==> src/rtl/slot_alloc_decoder.sv <==
// rtl/slot_alloc_decoder.sv - lowest-free-entry allocator with one-hot write enables
// Grants the lowest-indexed free entry combinationally; busy/count update on the rising edge.
module slot_alloc_decoder #(
  parameter  int NUM_SLOTS = 8,
  localparam int ADDR_W    = $clog2(NUM_SLOTS)
) (
  input  logic                 clk,
  input  logic                 reset,
  input  logic                 alloc_req,
  output logic                 alloc_grant,
  output logic [ADDR_W-1:0]    alloc_addr,
  output logic [NUM_SLOTS-1:0] alloc_onehot,
  input  logic                 free_en,
  input  logic [ADDR_W-1:0]    free_addr,
  input  logic                 flush,
  output logic [NUM_SLOTS-1:0] busy,
  output logic [ADDR_W:0]      count,
  output logic                 full,
  output logic                 empty,
  output logic                 free_err
);

  localparam logic [ADDR_W:0]      FULL_COUNT = (ADDR_W+1)'(NUM_SLOTS);
  localparam logic [NUM_SLOTS-1:0] ONE_BIT    = NUM_SLOTS'(1);

  logic [NUM_SLOTS-1:0] free_mask;
  logic                 free_valid;
  logic                 free_bad;
  logic [ADDR_W:0]      count_next;
  logic [NUM_SLOTS-1:0] busy_next;

  assign full  = (count == FULL_COUNT);
  assign empty = (count == '0);

  // Scan downward so the lowest free index is the last one written; defaults to 0 when full.
  always_comb begin
    alloc_addr = '0;
    for (int i = NUM_SLOTS - 1; i >= 0; i--) begin
      if (!busy[i]) begin
        alloc_addr = ADDR_W'(i);
      end
    end
  end

  assign alloc_grant  = alloc_req & ~full & ~reset & ~flush;
  assign alloc_onehot = alloc_grant ? (ONE_BIT << alloc_addr) : '0;

  assign free_mask  = free_en ? (ONE_BIT << free_addr) : '0;
  assign free_valid = free_en & busy[free_addr];
  assign free_bad   = free_en & ~busy[free_addr];

  // A freed slot stays unavailable to the allocator until the following cycle.
  assign busy_next = (busy & ~free_mask) | alloc_onehot;

  always_comb begin
    count_next = count;
    case ({alloc_grant, free_valid})
      2'b10:   count_next = count + 1'b1;
      2'b01:   count_next = count - 1'b1;
      default: count_next = count;
    endcase
  end

  always_ff @(posedge clk) begin
    if (reset || flush) begin
      busy     <= '0;
      count    <= '0;
      free_err <= 1'b0;
    end else begin
      busy     <= busy_next;
      count    <= count_next;
      free_err <= free_bad;
    end
  end

endmodule
==> config.mk <==
export PLATFORM = sky130hd
export DESIGN_NAME = slot_alloc_decoder
export DESIGN_NICKNAME = d
export VERILOG_FILES = /design/src/rtl/slot_alloc_decoder.sv
export SDC_FILE = /design/constraint.sdc
export NUM_CORES = 1
export LEC_CHECK = 0
export CAP_MARGIN = 20
export CORE_ASPECT_RATIO = 0.9
export CORE_MARGIN = 1.5
export CORE_UTILIZATION = 42
export CTS_CLUSTER_SIZE = 14
export DETAILED_ROUTE_END_ITERATION = 16
export PLACE_DENSITY = 0.81
export SLEW_MARGIN = 20
export SYNTH_ARGS = -nofsm -noshare
export SYNTH_HDL_FRONTEND = slang
export SYNTH_SLANG_ARGS = --single-unit
==> constraint.sdc <==
create_clock -name clk -period 3.5 [get_ports clk]
set_clock_uncertainty 0.1 [all_clocks]
set_input_delay 0.525 -clock clk [delete_from_list [all_inputs] [get_ports clk]]
set_output_delay 0.525 -clock clk [all_outputs]
set_load 0.005 [all_outputs]
Word-level counts from Yosys, hierarchy flattened
Cells that the tools add are included.

word-level totals
  logic and storage cells = 39
  input bits = 8
  register bits = 13
  output and inout port bits = 27

cells by class
  eq/ne operators = 3
  add/subtract/negate cells = 2
  multiplexer cells = 13
  order comparisons = 1
  reductions and logical operators = 3
  shift-type cells = 2
  bitwise operators = 12

operators by type and width
  cell                 count
  $mux 3               8
  $mux 8               2
  $shl 1x3->8 const A  2
  $and 8x8->8          1
  $not 8->8            1
  $or 8x8->8           1
  $pmux 4 s2           1
  $and 1x1->1          5
  $add 4x1->4 const B  1
  $eq 4x4->1 const B   1
  $logic_not 4->1      1
  $lt 3x4->1 const B   1
  $not 1->1            4
  $sub 4x1->4 const B  1
  $bmux 1 s3           1
  $eq 2x1->1 const B   1
  $eq 2x2->1 const B   1
  $reduce_bool 2->1    1
  $logic_or 1x1->1     1
  $mux 1               1

Depth between registers and ports, before layout
Gate-level depths: netlist (run 1).

  depth in word-level cells = 11
  mapped depth = 11
  depth with buffers taken out = 10

Least setup slack after synthesis (run 1)
No wires, ideal clock.

  kind = input-to-reg
  start = in free_addr[0]
  end = reg count[2]
  cell stages on the path = 11
  setup slack = 0.728 ns
  buffers on the path = 1
  setup time = 0.070 ns
  arrival time = 2.601 ns
  required time = 3.330 ns
  cells stage by stage = buf_2 > mux4_2 > mux2i_1 > nor2b_1 > ha_1 > xor2_1 > ha_1 > a21oi_1 > xor2_1 > or3_1 > a21oi_1

on the way
  cells in the longest elaborated chain, start to end = 5
  elaborated cells between the ends (all ways) = 7
  classes of those cells = 2 x eq/ne; 3 x mux; 1 x bitwise; 1 x reduce/logical

RTL lines
  element                                                 line  text
  start, declared                                         14    input logic [ADDR_W-1:0] free_addr,
  $bmux 1 s3 *                                            49    assign free_valid = free_en & busy[free_addr];
  $mux 1 (not written as such) *                          49
  $and 1x1->1 *                                           49
  $eq 2x1->1 / $eq 2x2->1 (equally long branches)         57    case ({alloc_grant, free_valid})
  $pmux 4 s2 / $reduce_bool 2->1 (equally long branches)  --
  end signal, assigned                                    71    count <= count_next;
  end, declared                                           17    output logic [ADDR_W:0] count,

Mark *: on every way between the ends. The rest lies on a longest branch, timed or not. The select of a mux whose other input is x is not followed.
A chain may end at the register's enable or synchronous reset.

Final worst setup path (run 1)
  start = in reset
  end = out alloc_onehot[6]

on the way
  cells in the longest elaborated chain, start to end = 4

RTL lines
  element                    line  text
  start, declared            8     input logic reset,
  $not 1->1                  45    assign alloc_grant = alloc_req & ~full & ~reset & ~flush;
  $and 1x1->1 (2 in series)  45
  $mux 8                     46    assign alloc_onehot = alloc_grant ? (ONE_BIT << alloc_addr) : '0;
  end, declared              12    output logic [NUM_SLOTS-1:0] alloc_onehot,

No other way between the ends.

==> results_dict.tcl, run 1 <==
set metrics [dict create \
    pwr_density_cell_nw_per_um2 223.7 \
    yosysMostFrequentCell "dfxtp_1" \
    area_growth_syn_to_layout_pct 45.16 \
    drv_slew 0 \
    yosysTopAreaCell "dfxtp_1" \
    peakVddDrop_uv 148.7 \
    cp_max_fo 6 \
    worstPathArrival_ns 2.51 \
    synth_nets 117 \
    setup_slack_ns 0.3692 \
    min_path_type "flip-flop to flip-flop" \
    clockRootBuffer "clkbuf_4" \
    portBuffers 34 \
    dp_slack_ns 0.1881 \
    drc 0 \
    clkSlewWorstSetupHoldPaths_ns 0.08 \
    htree_levels 1 \
    slowest_delay_ns 0.59 \
    dieArea_um2 2375 \
    post_cts_buffers 0 \
    finalSetupViolations 0 \
    p_leak_nw 0.4541 \
    drv_cap 0 \
    synth-edff-count 0 \
    ys_seq_elements 13 \
    ctsResizeCount 0 \
    ys_warn_count 0 \
    dieHeight_um 46.39 \
    drt-initial-drc-count 44 \
    finalCritPeriodShare 0.8945 \
    avgSynthCellArea_um2 8.286 \
    tightest_slew_ns 0.3429 \
    antenna_left 0 \
    critical-path-slowest-cell "or4_4" \
    rsz0062_at_grt "no" \
    drive_above_1_share 0.1119 \
    end_kind "primary output" \
    synthFlopType "dfxtp_1" \
    antenna_found_initial 0 \
    globalplace.congestion 0.9027 \
    async_flop_share 0 \
    wirelength_mm 2.299 \
    power.internal_uw 213.1 \
    grt_use_total 0.2118 \
    clkSinkCount 13 \
    grt_pass1_wl_mm 3.663 \
    ctsLongestPathBuffers 2 \
    synth_top_area_frac 0.2963 \
    critPathRequiredTime_ns 2.87 \
    outcome "finished clean" \
    row_count 15 \
    power_switching_uw 72.09 \
    coreArea_um2 1952 \
    timing.setup.tns_ns 0 \
    wl_per_cell_um 13.68 \
    swShare 0.2528 \
    dr_total_vias 946 \
    synth_area_um2 878.3 \
    clk_latency_ns 0.28 \
    die_w_um 51.21 \
    finalHoldViolations 0 \
    cts_tree "done" \
    hpwl_mm 1.665 \
    synth_common_cells "dfxtp_1, o21ai_0, nand2_1, nor2_1, nor2b_1" \
    comb_power_share 0.128 \
    grt_max_degree 10 \
    nNetsFinal 155 \
    cts_inserted_buffers 3 \
    maxSlewHeadroom 0.7685 \
    clockPowerShare 0.344 \
    crit_top_cell "clkdlybuf4s50_1" \
    drtPass1Iterations 4 \
    synth_area_leaders "dfxtp_1, o21ai_0, mux4_2" \
    crit_chain "clkdlybuf4s50_1 -> nor2_2 -> nand3_4 -> or4_4 -> nor2b_1 -> clkdlybuf4s50_1" \
    yosysUniqueCellTypes 39 \
    start_util 0.4500 \
    n_antenna_cell 0 \
    critical_path_class "input port to primary output" \
    period_needed_ns 3.131 \
    overflow 0 \
    ios 35 \
    ys_seq_area_frac 0.2963 \
    max_freq_ghz 0.3194 \
    synthCells 106 \
    startpoint_type "input port" \
    vias_per_cell 5.631 \
    p_seq_frac 0.527 \
    postCtsHoldBufs 0 \
    grt_pass1_vias 812 \
]
[worst paths after layout]
path | from | endpoint | slack [ns] | depth (start not counted)
setup / recovery | reset | alloc_onehot[6] | 0.37 | 6
hold / removal | count[3] | count[3] | 0.42 | 2
setup reg to reg | busy[3] | count[2] | 0.92 | 10
hold reg to reg | count[3] | count[3] | 0.42 | 2
[layout by cell type (no fill, tap or decap), types with 2 or more instances in the layout]
cell / n
nor4_1: 2
o22ai_1: 2
a21oi_1: 4
ha_1: 3
and2_1: 2
mux4_2: 2
clkbuf_4: 3
mux2i_1: 2
buf_4: 3
nand2b_1: 3
inv_1: 3
nand3_1: 5
clkdlybuf4s50_1: 34
o21ai_0: 11
xor2_1: 3
a31oi_1: 2
nor3_1: 2
nor2_1: 9
nand2_1: 9
dfxtp_1: 13
o21a_1: 2
nor2b_1: 6
[power groups by stage]
stage	Clock (mW)	Combinational, mW	Sequential (mW)
5_1_grt	0.105	0.0398	0.151
3_5_place_dp	0	0.0363	0.154
4_1_cts	0.102	0.0366	0.150
3_3_place_gp	0	0.0364	0.154
6_report	0.0982	0.0366	0.150
2_1_floorplan	0	0.0163	0.154
[layer usage]
metal  global-route usage  share of wire  vias to the layer above
li1                     -              -                      462
met1               0.2490           0.44                      434
met2               0.3558           0.48                       46
met3              0.06818          0.067                        4
met4              0.09730          0.012                        0
met5                    0              0                        -
[flip-flops by register name, summed over array words and instances, names as in the netlist]
signal	count
count	4
free_err	1
busy	8
[cells by family (layout without fill, tap and decap cells)]
group,count (synthesis),count (layout),share of synthesized area
and+or+nand+nor,47,47,0.3077
muxes,4,4,0.07407
buffers and inverters,8,45,0.04415
adders and majority gates,3,3,0.04274
DFF,13,13,0.2963
xor gates and xnor gates,3,3,0.02992
AOI/OAI and AO/OA,28,28,0.2051
[stage by stage]
step	instance area, um^2	power [mW]	cells	hold slack, ns	util
finish	1275	0.2852	168	0.4226	0.6532
global route	1275	0.2949	168	0.4523	0.6532
CTS	1275	0.2888	168	0.4235	0.6532
detailed placement	1249	0.1900	164	0.4094	0.6397
global placement	1249	0.1901	164	0.3970	0.6397
floorplan	878.3	0.1699	106	0.3929	-
[critical path, delay by kind of cell]
kind                   cells  cell delay [ns]
buffers and inverters      2             0.94
AND/OR/NAND/NOR            4             1.04
[layout make-up]
class	instances	area, um^2
Clock buffer	4	26.28
Timing Repair Buffer	37	362.8
Fill cell	171	676.9
Tap cell	25	31.28
Multi-Input combinational cell	85	579.3
Inverter	4	15.01
Sequential cell	13	260.3
No activity file was read; power rests on OpenSTA's default activity.
==> run 2, diff against run 1 <==
Settings changed: CAP_MARGIN 20 to unset, CORE_MARGIN 1.5 to unset.
==> run 2 against run 1 <==
Against the previous run: sequential share of layout area about the same; power down 0.53%; first-iteration DRC count fell by 23%; maximum frequency shrank 1.3%; sequential power hardly changed; combinational power about the same; die area fell by 4.1%; setup slack worse by 0.042 ns; flip-flop and latch count is the same; wire length up 2.9%; clock power decreased by 2%; core utilization rose by 0.70 points; critical path type is now input port to flip-flop; largest cell class unchanged; highest routed layer unchanged.
==> results_dict.tcl, run 2 (synthesis gave the netlist of run 1 again) <==
set metrics [dict create \
    drive_above_1_share 0.1189 \
    setup_slack_ns 0.3276 \
    peakVddDrop_uv 146.9 \
    rsz0062_at_grt "no" \
    top_regs "busy (8), count (4), free_err (1)" \
    portBuffers 34 \
    tightest_slew_ns 0.3149 \
    whs_ns 0.4208 \
    coreArea_um2 1933 \
    maxSlewHeadroom 0.7881 \
    drv_cap 0 \
    post_cts_buffers 0 \
    antenna_left 0 \
    area_growth_syn_to_layout_pct 45.30 \
    dp.cells 164 \
    place_area_um2 1249 \
    critical_path_class "input port to flip-flop" \
    finalPower_uw 283.7 \
    largest_reg_flops 8 \
    outcome "finished clean" \
    end_kind "flip-flop" \
    n_antenna_cell 0 \
    dieArea_um2 2279 \
    clkSlewWorstSetupHoldPaths_ns 0.09 \
    wirelength_mm 2.365 \
    clockRootBuffer "clkbuf_4" \
    startpoint_type "input port" \
    grt_pass1_vias 865 \
    ctsResizeCount 0 \
    fin_area_um2 1276 \
    cts_inserted_buffers 3 \
    final_cells 168 \
    htree_levels 1 \
    cp_max_fo 8 \
    drtPass1Iterations 4 \
    row_count 15 \
    final_cell_mix "clkdlybuf4s50_1, dfxtp_1, o21ai_0, nand2_1, nor2_1" \
    antenna_found_initial 0 \
    grt_use_total 0.2068 \
    drt-initial-drc-count 34 \
    dp_slack_ns 0.05719 \
    clk_latency_ns 0.28 \
    wl_per_cell_um 14.08 \
    final_common_cell "clkdlybuf4s50_1" \
    nNetsFinal 155 \
    n_fill_cell 160 \
    worstPathArrival_ns 3.29 \
    ios 35 \
    hpwl_mm 1.763 \
    start_util 0.4544 \
    postCtsHoldBufs 0 \
    dieHeight_um 45.39 \
    max_freq_ghz 0.3152 \
    globalplace.congestion 0.8804 \
    finalHoldViolations 0 \
    regMostFlops "busy" \
    ctsLongestPathBuffers 2 \
    dr_total_vias 959 \
    finalCritPeriodShare 0.9064 \
    min_path_type "flip-flop to flip-flop" \
    die_w_um 50.21 \
    clkSinkCount 13 \
    grt_max_degree 10 \
    postLayoutCoreUtil 0.6602 \
    vias_per_cell 5.708 \
    overflow 0 \
    drv_slew 0 \
    finalSetupViolations 0 \
    pwr_density_cell_nw_per_um2 222.3 \
    p_leak_nw 0.4563 \
    critPathRequiredTime_ns 3.62 \
    cts_tree "done" \
    period_needed_ns 3.172 \
    drc 0 \
    grt_pass1_wl_mm 3.539 \
    timing.setup.tns_ns 0 \
]
[run 2: cell count changes in the layout (fill, tap and decap cells not counted)]
| cell | before | now |
|---|---|---|
| clkbuf_1 | 1 | 0 |
| clkinv_2 | 0 | 1 |
[run 2: where the power goes]
group	internal, mW	switching [mW]	leakage [nW]
Combinational	0.0197	0.0169	0.334
Sequential	0.149	0.00150	0.105
Clock	0.0424	0.0543	0.0177
Total	0.211	0.0727	0.456
[run 2: path summary, 6_finish.rpt]
path / start / end / slack (ns) / cells after the start
setup / recovery: free_addr[0] / count[2] / 0.33 / 11
hold / removal: count[3] / count[3] / 0.42 / 2
setup reg to reg: count[1] / count[2] / 0.84 / 10
hold reg to reg: count[3] / count[3] / 0.42 / 2
[run 2: cell type report]
| type | count | area [um^2] | share of cell area |
|---|---|---|---|
| flip-flops and latches | 13 | 260.3 | 0.2039 |
| clock buffers | 3 | 22.52 | 0.01765 |
| inverters | 4 | 15.01 | 0.01176 |
| multi-input cells | 85 | 579.3 | 0.4539 |
| repair buffers | 37 | 362.8 | 0.2843 |
| clock inverters | 1 | 5.005 | 0.003922 |
| well taps | 25 | 31.28 | 0.02451 |
[run 2: per-layer routing]
metal	routed length, um	part of all wire	global-route usage	up-vias
met5	0	0	0	-
met4	21	0.0089	0.08571	0
met3	161	0.068	0.03333	4
met2	1231	0.52	0.4080	47
met1	950	0.40	0.2200	450
li1	-	-	-	458
[run 2: worst max-delay path, stage by stage]
cell and delay, ns:
clkdlybuf4s50_1 0.65, mux4_2 0.54, mux2i_1 0.19, nor2b_1 0.09
ha_1 0.25, xor2_1 0.17, ha_1 0.19, a21oi_1 0.16
xor2_1 0.09, or3_1 0.31, a21oi_1 0.13
